[src/rtl/weight_loader.sv]
// Kernel weight sequencer: accepts a byte stream and drives the register
// bank's shared data bus plus one active-low load strobe per register.
module weight_loader #(
    parameter int DATAWIDTH_BUS = 8,
    parameter int NUM_REGS      = 9,
    parameter int IDX_WIDTH     = 4
) (
    input  logic                     WeightLoader_CLOCK,
    input  logic                     WeightLoader_Reset_InHigh,
    input  logic                     WeightLoader_Start_InHigh,
    input  logic                     WeightLoader_Abort_InHigh,
    input  logic [DATAWIDTH_BUS-1:0] WeightLoader_DataInBUS,
    input  logic                     WeightLoader_DataValid_InHigh,
    output logic                     WeightLoader_DataReady_OutHigh,
    output logic [DATAWIDTH_BUS-1:0] WeightLoader_DataOutBUS,
    output logic [NUM_REGS-1:0]      WeightLoader_LoadBUS_InLow,
    output logic [IDX_WIDTH-1:0]     WeightLoader_Index_OutBUS,
    output logic                     WeightLoader_Busy_OutHigh,
    output logic                     WeightLoader_Done_OutHigh
);

    typedef enum logic [1:0] {
        S_IDLE = 2'd0,
        S_LOAD = 2'd1,
        S_DONE = 2'd2
    } state_t;

    localparam logic [IDX_WIDTH-1:0] LP_LAST = IDX_WIDTH'(NUM_REGS - 1);

    state_t                   r_state;
    state_t                   w_state_next;
    logic [IDX_WIDTH-1:0]     r_index;
    logic [DATAWIDTH_BUS-1:0] r_data;
    logic [NUM_REGS-1:0]      r_load_n;
    logic [NUM_REGS-1:0]      w_strobe_n;
    logic                     w_ready;
    logic                     w_hs;
    logic                     w_last;

    always_comb begin
        w_ready      = (r_state == S_LOAD) && !WeightLoader_Abort_InHigh;
        w_hs         = w_ready && WeightLoader_DataValid_InHigh;
        w_last       = (r_index == LP_LAST);
        w_state_next = r_state;
        unique case (r_state)
            S_IDLE: begin
                if (WeightLoader_Start_InHigh) w_state_next = S_LOAD;
            end
            S_LOAD: begin
                if (WeightLoader_Abort_InHigh) w_state_next = S_IDLE;
                else if (w_hs && w_last)       w_state_next = S_DONE;
            end
            S_DONE:  w_state_next = S_IDLE;
            default: w_state_next = S_IDLE;
        endcase
    end

    // One-hot-low strobe selecting the register at the current index
    always_comb begin
        w_strobe_n = '1;
        for (int i = 0; i < NUM_REGS; i++) begin
            w_strobe_n[i] = (r_index != IDX_WIDTH'(i));
        end
    end

    always_ff @(posedge WeightLoader_CLOCK or posedge WeightLoader_Reset_InHigh) begin
        if (WeightLoader_Reset_InHigh) begin
            r_state  <= S_IDLE;
            r_index  <= '0;
            r_data   <= '0;
            r_load_n <= '1;
        end else begin
            r_state  <= w_state_next;
            r_load_n <= '1;
            if (w_hs) begin
                r_data   <= WeightLoader_DataInBUS;
                r_load_n <= w_strobe_n;
                r_index  <= w_last ? '0 : r_index + IDX_WIDTH'(1);
            end else if (r_state == S_IDLE && WeightLoader_Start_InHigh) begin
                r_index <= '0;
            end else if (r_state == S_LOAD && WeightLoader_Abort_InHigh) begin
                r_index <= '0;
            end
        end
    end

    assign WeightLoader_DataReady_OutHigh = w_ready;
    assign WeightLoader_DataOutBUS        = r_data;
    assign WeightLoader_LoadBUS_InLow     = r_load_n;
    assign WeightLoader_Index_OutBUS      = r_index;
    assign WeightLoader_Busy_OutHigh      = (r_state != S_IDLE);
    assign WeightLoader_Done_OutHigh      = (r_state == S_DONE);

endmodule

[config.mk]
export PLATFORM = sky130hd
export DESIGN_NAME = weight_loader
export DESIGN_NICKNAME = d
export VERILOG_FILES = /design/src/rtl/weight_loader.sv
export SDC_FILE = /design/constraint.sdc
export NUM_CORES = 1
export LEC_CHECK = 0
export BUFFER_PORTS_ARGS = -buffer_cell sky130_fd_sc_hd__clkbuf_2
export CAP_MARGIN = 30
export CORE_MARGIN = 4
export CORE_UTILIZATION = 47
export DETAILED_ROUTE_END_ITERATION = 10
export GPL_ROUTABILITY_DRIVEN = 0
export HOLD_SLACK_MARGIN = 0.06
export PLACE_DENSITY_LB_ADDON = 0.12
export REMOVE_ABC_BUFFERS = 1
export SLEW_MARGIN = 20
export SYNTH_ARGS = -nofsm -noshare
export SYNTH_HDL_FRONTEND = slang
export SYNTH_SLANG_ARGS = --single-unit
[constraint.sdc]
create_clock -name WeightLoader_CLOCK -period 1.9 [get_ports WeightLoader_CLOCK]
set_clock_uncertainty 0.2 [all_clocks]
set_input_delay 0.095 -clock WeightLoader_CLOCK [delete_from_list [all_inputs] [get_ports WeightLoader_CLOCK]]
set_output_delay 0.095 -clock WeightLoader_CLOCK [all_outputs]
set_load 0.005 [all_outputs]
[Word level (Yosys, flattened, before mapping)]
Cells that the tools add are included.
Operators by class
  add/subtract/negate cells: 1
  equality and inequality tests: 13
  multiplexer cells: 9
  reduce and logical (&&, ||, !) cells: 11
Operators by type and width (count)
  2-to-1 mux 4 bit: 4
  != test 4 x 3 -> 1 bit, second input constant: 4
  2-to-1 mux 9 bit: 1
  != test 4 x 2 -> 1 bit, second input constant: 2
  2-to-1 mux 2 bit: 3
  logical AND 1 bit: 5
  adder 4 x 1 -> 4 bit, second input constant: 1
  equality test 4 bit, second input constant: 1
  != test 4 x 1 -> 1 bit, second input constant: 1
  != test 4 bit, second input constant: 1
  one-hot mux 2 bit (2 select lines): 1
  nonzero test 4 bit: 1
  != test 3 x 2 -> 1 bit, second input constant: 1
  nonzero test 3 bit: 1
  equality test 2 x 1 -> 1 bit, second input constant: 1
  equality test 2 bit, second input constant: 1
  zero test 2 bit: 1
  != test 2 bit, second input constant: 1
  AND reduction 2 bit: 1
  nonzero test 2 bit: 1
  zero test 1 bit: 1
Storage, ports and cells
  register bits: 23
  input bits: 13
  output and inout bits: 24
  word-level logic and storage cells: 38

[Logic depth before layout (Yosys ltp)]
Gate-level depths: netlist (run 1).
  depth in word-level cells: 7
  gate-level depth with buffers: 6
  depth with buffers taken out: 6

[Worst setup path after synthesis (run 1)]
No wires, ideal clock.
  kind: register to register
  from: reg r_index[0], in the netlist WeightLoader_Index_OutBUS[0]
  to: reg r_state[0]
  setup time: 121 ps
  data arrival time: 1218 ps
  data required time: 1579 ps
  setup slack: 361 ps
  cell stages (with the launch flop): 7
  path buffers: 0
  period minus slack after synthesis: 1539 ps
  path through: dfrtp_1 > inv_1 > ha_1 > nand2b_1 > nor2_1 > nand2_1 > a22o_1
On the way
  cells in the longest elaborated chain, start to end: 4
Ends and longest elaborated chain
  start: declaration: RTL line 32  | logic [IDX_WIDTH-1:0] r_index;
  start signal: assignment: RTL line 78  | r_index <= w_last ? '0 : r_index + IDX_WIDTH'(1);
  equality test 4 bit: RTL line 43  | w_last = (r_index == LP_LAST);
  logical AND 1 bit: RTL line 51  | else if (w_hs && w_last) w_state_next = S_DONE;
  != test 3 x 2 -> 1 bit (no source line)
  AND reduction 2 bit (no source line)
  end signal: assignment: RTL line 73  | r_state <= w_state_next;
  end: declaration: RTL line 30  | state_t r_state;
Every way passes these cells.
A chain may end at the register's enable or synchronous reset.

[Worst setup path in the final report (run 1)]
Ends and elaborated chain as after synthesis.

==> results by group, run 1 <==
Outcome
  – Outcome: complete, no violations

Clock tree
  – Setup Fix Bufs, Post-CTS: 0
  – Worst-path clk slew: 0.12 ns
  – Num CTS Buffers: 3
  – CTS Root Buffer Type: clkbuf_4
  – H-tree depth: 1
  – Sink Count: 23
  – Clk_lat worst skew: 0.30 ns
  – CTS tree: done
  – CTS Buffer Depth: 2

Pwr
  – Cell leakage power: 0.000708 uW
  – PD cells: 738 mW/mm^2
  – Maximum VDD drop: 0.000551 V

STA
  – RSZ-0062 raised after global routing: false
  – Final Max Slew Viols: 0
  – Worst-Margin Slew: 0.301 ns
  – Max Fclk: 607 MHz
  – Final Hold Vio Count: 0
  – Final TNS setup: 0 ns
  – Tmin final: 1.65 ns
  – Final worst slack: 0.253 ns
  – Slew headroom: 0.798
  – Final worst-path cycle share: 0.867
  – # setup viols final: 0

Die
  – CORE AREA: 0.00198 sq mm
  – Site row count: 16
  – # IOs: 37
  – Initial core utilization: 0.501
  – Die ar.: 0.00291 sq mm
  – Die width: 53.9 um
  – Die Y: 53.9 um

Routing
  – Wire per inst: 12.2 um
  – DR vias/cell: 4.75
  – Remaining DRCs: 0
  – 1st-iter DRT viols: 8
  – DR vias: 827
  – Final wirelength: 2120 um
  – First-pass DRT Iterations: 4
  – Antenna-violating nets left: 0

Yosys
  – Post-synth cell types: 24
  – Top cells by area, synth: dfrtp_1 35%, dfstp_2 24%, nand2_1 12%, ha_1 5.0%, a22o_1 2.6%
  – Avg Cell Area, Syn: 10.4 sq um
  – FF+latch count, synth: 23
  – Syn Inst Count: 95
  – Yosys top cell by area: dfrtp_1
  – Synth top area share: 0.353
  – Sequential share of the synthesized area: 0.591
  – Syn. warnings: 0
  – Synthesized area: 992 sq um

Worst setup path
  – Nature of the critical path endpoint: flop
  – Critical path, cell by cell: inv_1 -> ha_1 -> nand2b_1 -> nor2_1 -> nand2_1 -> a22o_1
  – CP max-delay cell: dfrtp_1
  – Critical path arrival: 1.65 ns
  – CP Class: reg2reg
  – Top Family by Delay on Critical Path: flip-flops
  – CP max stage delay: 0.47 ns
  – Kind of start point of the critical path: flop
  – Crit path buf inv count: 1
  – CP required: 1.91 ns
  – Worst Setup SP: WeightLoader_Index_OutBUS[0]
  – Crit Path Max Fanout: 7
  – Reg-to-reg slack, setup: 0.25 ns
  – Reg2reg start: WeightLoader_Index_OutBUS[0]

Layout
  – Layout cells sized above 1: 0.374
  – Finished Cell Area: 0.00135 sq mm
  – Diodes inserted: 0
  – Core Util, Final: 0.682
  – Layout area overhead: 36.2%
  – Commonest non-fill, non-tap cells in the layout: 36 x clkbuf_2, 33 x nand2_1, 14 x dfrtp_1
  – Nets@finish: 165
  – Non-Filler Instances: 174
  – Most common library cell in the layout ignoring fill and taps: clkbuf_2

Placement
  – Placed Cells: 158
  – Post-DP Area: 0.00120 sq mm
  – Dpl ws: 0.261 ns
  – I/O Buffers: 36
  – DPL Wire Length: 1520 um

Job
  – Number of max-cap violations: 0

Global route
  – Vias in the first global route: 846
  – First-pass GRT wire length: 3660 um
  – Initial antenna violation count: 0
  – Gr ovfl total: 0
  – GRT Util Overall: 0.178
  – Largest net degree at the start of global routing: 24

Min path
  – Hold WC Path Type: in2async
## metrics by stage
stage / hold slack [ns] / total power, uW
after floorplan: -0.110 / 674
after global placement: -0.0791 / 764
after detailed placement: -0.0735 / 774
after CTS: 0.140 / 1010
after global routing: 0.168 / 1060
final: 0.140 / 998
## power breakdown
group	leakage [uW]	internal, uW	switching [uW]
logic	0.000417	103	99.6
clock network	0.0000150	81.8	135
registers	0.000276	544	34.8
## flip-flops by register name, indices dropped and copies added, names as in the netlist
| register | count |
|---|---|
| r_state | 2 |
| WeightLoader_Index_OutBUS | 4 |
| WeightLoader_DataOutBUS | 8 |
| WeightLoader_LoadBUS_InLow | 9 |
## what timing repair did
action,CTS,global route
hold buffers,12,0
gates resized for setup,0,0
endpoints found under the hold margin,36,0
## cell families (layout without fill, tap and decap cells)
family | count (synthesis) | in the layout | synth area share
buf+inv | 8 | 60 | 0.0391
flops | 23 | 23 | 0.591
fa+ha+maj | 4 | 4 | 0.0504
compound gates | 8 | 8 | 0.0555
simple gates | 52 | 52 | 0.264
## cell usage after synthesis
cell / count
o21ai_1: 2
nor2_1: 5
ha_1: 4
dfrtp_1: 14
nor3_1: 1
buf_2: 1
nand2b_1: 2
or4b_1: 1
inv_1: 6
nand3_1: 2
a211o_1: 1
and3_4: 1
nand4bb_1: 1
and2_4: 1
nand4_1: 1
nand2_4: 1
nand2_1: 33
a22o_1: 3
dfstp_2: 9
buf_6: 1
o21ai_0: 2
or2_2: 1
nor3b_4: 1
and2b_1: 1
## metal layers
layer | wire [um] | share of wire | up-vias | GRT usage
li1 | - | - | 407 | -
met1 | 830 | 0.39 | 394 | 0.210
met2 | 1160 | 0.55 | 22 | 0.308
met3 | 101 | 0.048 | 4 | 0.0388
met4 | 19 | 0.0090 | 0 | 0.0766
met5 | 0 | 0 | - | 0
## area by class of cell
type,count,area [sq um]
Fill cell,176,631
Sequential cell,23,587
Multi-Input combinational cell,64,367
Timing Repair Buffer,50,315
Tap cell,27,33.8
Clock buffer,4,26.3
Inverter,6,22.5
## worst register-to-register path: cells and delay by family (launching register included)
kind	cells	cell delay [ns]
AOI/OAI and AO/OA	1	0.19
and+or+nand+nor	3	0.39
buffers and inverters	1	0.11
DFF	1	0.47
adders and majority gates	1	0.19
## worst paths after layout
kind                                                       end  cells after the start
hold / removal                      WeightLoader_DataOutBUS[4]                      4
max in group asynchronous        WeightLoader_LoadBUS_InLow[3]                      4
setup reg to reg                                    r_state[0]                      6
min in group WeightLoader_CLOCK     WeightLoader_DataOutBUS[1]                      2
setup / recovery                                    r_state[0]                      6
hold reg to reg                     WeightLoader_DataOutBUS[1]                      2
No activity file was read; power rests on OpenSTA's default activity.
==> inputs of run 2 (changes only) <==
--- a/config.mk
+++ b/config.mk
@@ -5,6 +5,7 @@
 export SDC_FILE = /design/constraint.sdc
 export NUM_CORES = 1
 export LEC_CHECK = 0
+export ABC_AREA = 1
 export BUFFER_PORTS_ARGS = -buffer_cell sky130_fd_sc_hd__clkbuf_2
 export CAP_MARGIN = 30
 export CORE_MARGIN = 4
==> run 2 against run 1 <==
Net effect:
- design area increased by 6.9%
- area after synthesis down 0.76%
- critical path depth did not move
==> results by group, run 2 <==
Placement
  – I/O Buffers: 36 (unchanged)
  – DPL Wire Length: 1520 um (about the same)
  – Dpl ws: 0.351 ns (was 0.261 ns)

Yosys
  – Post-synth EDFFs: 0 (unchanged)
  – Yosys top cell by area: dfrtp_1 (unchanged)
  – Post-synth top cells: 34 x nand2_1, 18 x nand3_1, 14 x dfrtp_1 (was 33 x nand2_1, 14 x dfrtp_1, 9 x dfstp_2)
  – Synth top area share: 0.356 (was 0.353)
  – Post-synth cell types: 15 (was 24)
  – FF+latch count, synth: 23 (unchanged)
  – Post-synth ARST share: 1.00 (unchanged)
  – Syn Inst Count: 103 (was 95)
  – Sequential share of the synthesized area: 0.596 (was 0.591)
  – Avg Cell Area, Syn: 9.56 sq um (was 10.4 sq um)
  – Most used DFF post-synth: dfrtp_1 (unchanged)
  – Most common cell in the synthesized netlist: nand2_1 (unchanged)
  – Syn. warnings: 0 (unchanged)
  – Synthesized area: 985 sq um (was 992 sq um)
  – Top cells by area, synth: dfrtp_1 36%, dfstp_2 24%, nand2_1 13%, nand3_1 9.1%, ha_1 5.1% (was dfrtp_1 35%, dfstp_2 24%, nand2_1 12%, ha_1 5.0%, a22o_1 2.6%)

Die
  – Die ar.: 0.00289 sq mm (was 0.00291 sq mm)
  – CORE AREA: 0.00198 sq mm (unchanged)
  – Die Y: 53.8 um (was 53.9 um)
  – Site row count: 16 (unchanged)
  – Initial core utilization: 0.497 (was 0.501)
  – Die width: 53.8 um (was 53.9 um)
  – # IOs: 37 (unchanged)

STA
  – # setup viols final: 0 (unchanged)
  – Final worst slack: 0.0830 ns (was 0.253 ns)
  – Worst-Margin Slew: 0.284 ns (was 0.301 ns)
  – Tmin final: 1.82 ns (was 1.65 ns)
  – Final Max Slew Viols: 0 (unchanged)
  – Final Hold Vio Count: 0 (unchanged)
  – Slew headroom: 0.810 (was 0.798)
  – Final worst-path cycle share: 0.956 (was 0.867)
  – Max Fclk: 550 MHz (was 607 MHz)

Layout
  – Layout cells sized above 1: 0.345 (was 0.374)
  – Layout area overhead: 46.8% (was 36.2%)
  – Largest register FFs: 9 (unchanged)
  – Commonest non-fill, non-tap cells in the layout: 36 x clkbuf_2, 34 x nand2_1, 20 x dlygate4sd3_1 (was 36 x clkbuf_2, 33 x nand2_1, 14 x dfrtp_1)
  – Diodes inserted: 0 (unchanged)
  – Fillers: 146 (was 176)
  – Core Util, Final: 0.729 (was 0.682)
  – Most common library cell in the layout ignoring fill and taps: clkbuf_2 (unchanged)
  – Nets@finish: 183 (was 165)

Clock tree
  – CTS tree: done (unchanged)
  – CTS Buffer Depth: 2 (unchanged)
  – Clk_lat worst skew: 0.31 ns (was 0.30 ns)
  – H-tree depth: 1 (unchanged)
  – Worst-path clk slew: 0.13 ns (was 0.12 ns)
  – CTS Root Buffer Type: clkbuf_4 (unchanged)
  – Sink Count: 23 (unchanged)
  – Num CTS Buffers: 3 (unchanged)

Routing
  – 1st-iter DRT viols: 12 (was 8)
  – Remaining DRCs: 0 (unchanged)
  – Metal2 WL: 1150 um (was 1160 um)
  – DRT met1 WL: 1010 um (was 830 um)
  – Wire per inst: 12.3 um (was 12.2 um)
  – DR vias/cell: 4.56 (was 4.75)
  – Final wirelength: 2350 um (was 2120 um)
  – First-pass DRT Iterations: 4 (unchanged)
  – WL met3: 165 um (was 101 um)
  – Antenna-violating nets left: 0 (unchanged)
  – Highest metal used: met4 (unchanged)
  – DR vias: 876 (was 827)

Outcome
  – Outcome: complete, no violations (unchanged)

Global route
  – Initial antenna violation count: 0 (unchanged)
  – Vias in the first global route: 853 (was 846)
  – GRT Util Overall: 0.177 (was 0.178)
  – Largest net degree at the start of global routing: 24 (unchanged)
  – Gr ovfl total: 0 (unchanged)
  – First-pass GRT wire length: 3620 um (was 3660 um)

Worst setup path
  – CP required: 1.96 ns (was 1.91 ns)
  – Reg2reg start: r_state[1] (was WeightLoader_Index_OutBUS[0])
  – Nature of the critical path endpoint: flop (unchanged)
  – Critical path arrival: 1.88 ns (was 1.65 ns)
  – Last element of the critical path: WeightLoader_DataOutBUS[3] (was r_state[0])
  – Kind of start point of the critical path: flop (unchanged)
  – Worst Setup SP: r_state[1] (was WeightLoader_Index_OutBUS[0])
  – CP Class: reg2reg (unchanged)
  – Reg-to-reg slack, setup: 0.08 ns (was 0.25 ns)
  – Crit Path Max Fanout: 5 (was 7)
  – Worst R2R End: WeightLoader_DataOutBUS[3] (was r_state[0])
  – Worst Reg-to-Reg Cells: 6 (unchanged)

Pwr
  – Switching Share: 0.285 (was 0.270)
  – Logic pwr share: 0.215 (was 0.203)
  – Maximum VDD drop: 0.000462 V (was 0.000551 V)
  – Clock network power share: 0.216 (was 0.217)
  – Psw: 292 uW (was 269 uW)
  – PD cells: 709 mW/mm^2 (was 738 mW/mm^2)
  – Register share of total power: 0.569 (was 0.580)
  – Cell-internal power: 732 uW (was 728 uW)
  – Cell leakage power: 0.000738 uW (was 0.000708 uW)

Job
  – Number of max-cap violations: 0 (unchanged)

Min path
  – Hold WC Path Type: in2async (unchanged)
run 2: changes by cell type in the layout (fill, tap and decap cells not counted), sizes merged, moves of 2 or more:
| cell | delta |
|---|---|
| nand3 | +17 |
| dlygate4sd3 | +8 |
| inv | +6 |
| a22o | -3 |
| o21ai | -3 |
| nand2b | -2 |
| nor2 | +2 |
run 2: power by group through the flow:
stage               logic [uW]  registers [uW]  clock network, uW
floorplan                 87.4             592                  0
global placement           181             586                  0
detailed placement         187             591                  0
CTS                        215             582                229
global route               249             590                244
finish                     221             583                221
run 2: timing repair:
item / in CTS / in global routing
setup buffers: 0 / 1
hold buffers: 20 / 0
resized for setup: 0 / 2
endpoints found under the hold margin: 36 / 0
setup endpoints to repair: 0 / 7
run 2: stage by stage:
stage | cell area, sq um | total power, uW | cells | TNS, ns | hold WS, ns
floorplan | 962 | 680 | 101 | 0 | -0.110
global placement | 1190 | 767 | 166 | 0 | -0.0770
detailed placement | 1190 | 778 | 166 | 0 | -0.0716
CTS | 1420 | 1030 | 190 | 0 | 0.135
global route | 1450 | 1080 | 192 | -0.00609 | 0.154
finish | 1450 | 1020 | 192 | 0 | 0.134
run 2: worst min path at each step:
| stage | start | to | slack [ns] | cells after the start |
|---|---|---|---|---|
| after CTS | WeightLoader_Reset_InHigh | WeightLoader_DataOutBUS[1] | 0.14 | 4 |
| after global routing | WeightLoader_Reset_InHigh | WeightLoader_DataOutBUS[1] | 0.15 | 4 |
| after global placement | WeightLoader_Reset_InHigh | WeightLoader_DataOutBUS[0] | -0.08 | 3 |
| final | WeightLoader_Reset_InHigh | WeightLoader_DataOutBUS[1] | 0.13 | 4 |
| after floorplan | WeightLoader_Reset_InHigh | WeightLoader_DataOutBUS[0] | -0.11 | 1 |
| after detailed placement | WeightLoader_Reset_InHigh | WeightLoader_DataOutBUS[1] | -0.07 | 3 |
run 2: worst max-delay path: stages, from the launching register on:
cell           delay, ns
dfrtp_1             0.40
inv_1               0.14
nand3_4             0.12
nor2_4              0.17
nand2_1             0.08
dlygate4sd3_1       0.58
nand2_1             0.08
run 2: layout make-up:
type	instances	area [sq um]	share of cell area
sequential	23	587	0.406
tap	27	33.8	0.0234
inverter	12	45.0	0.0312
clock buffer	3	22.5	0.0156
timing repair buffer	59	403	0.279
clock inverter	1	5.00	0.00346
multi-input combinational	67	349	0.242
run 2: per-layer routing:
layer,vias to the layer above,GRT usage
li1,447,-
met1,396,0.211
met2,29,0.313
met3,4,0.0305
met4,0,0.0723
met5,-,0
run 2: cells by family after synthesis:
logic type	synth area share
buf+inv	0.0686
xor+xnor	0.00890
compound gates	0.00508
simple gates	0.271
fa+ha+maj	0.0508
flops	0.596
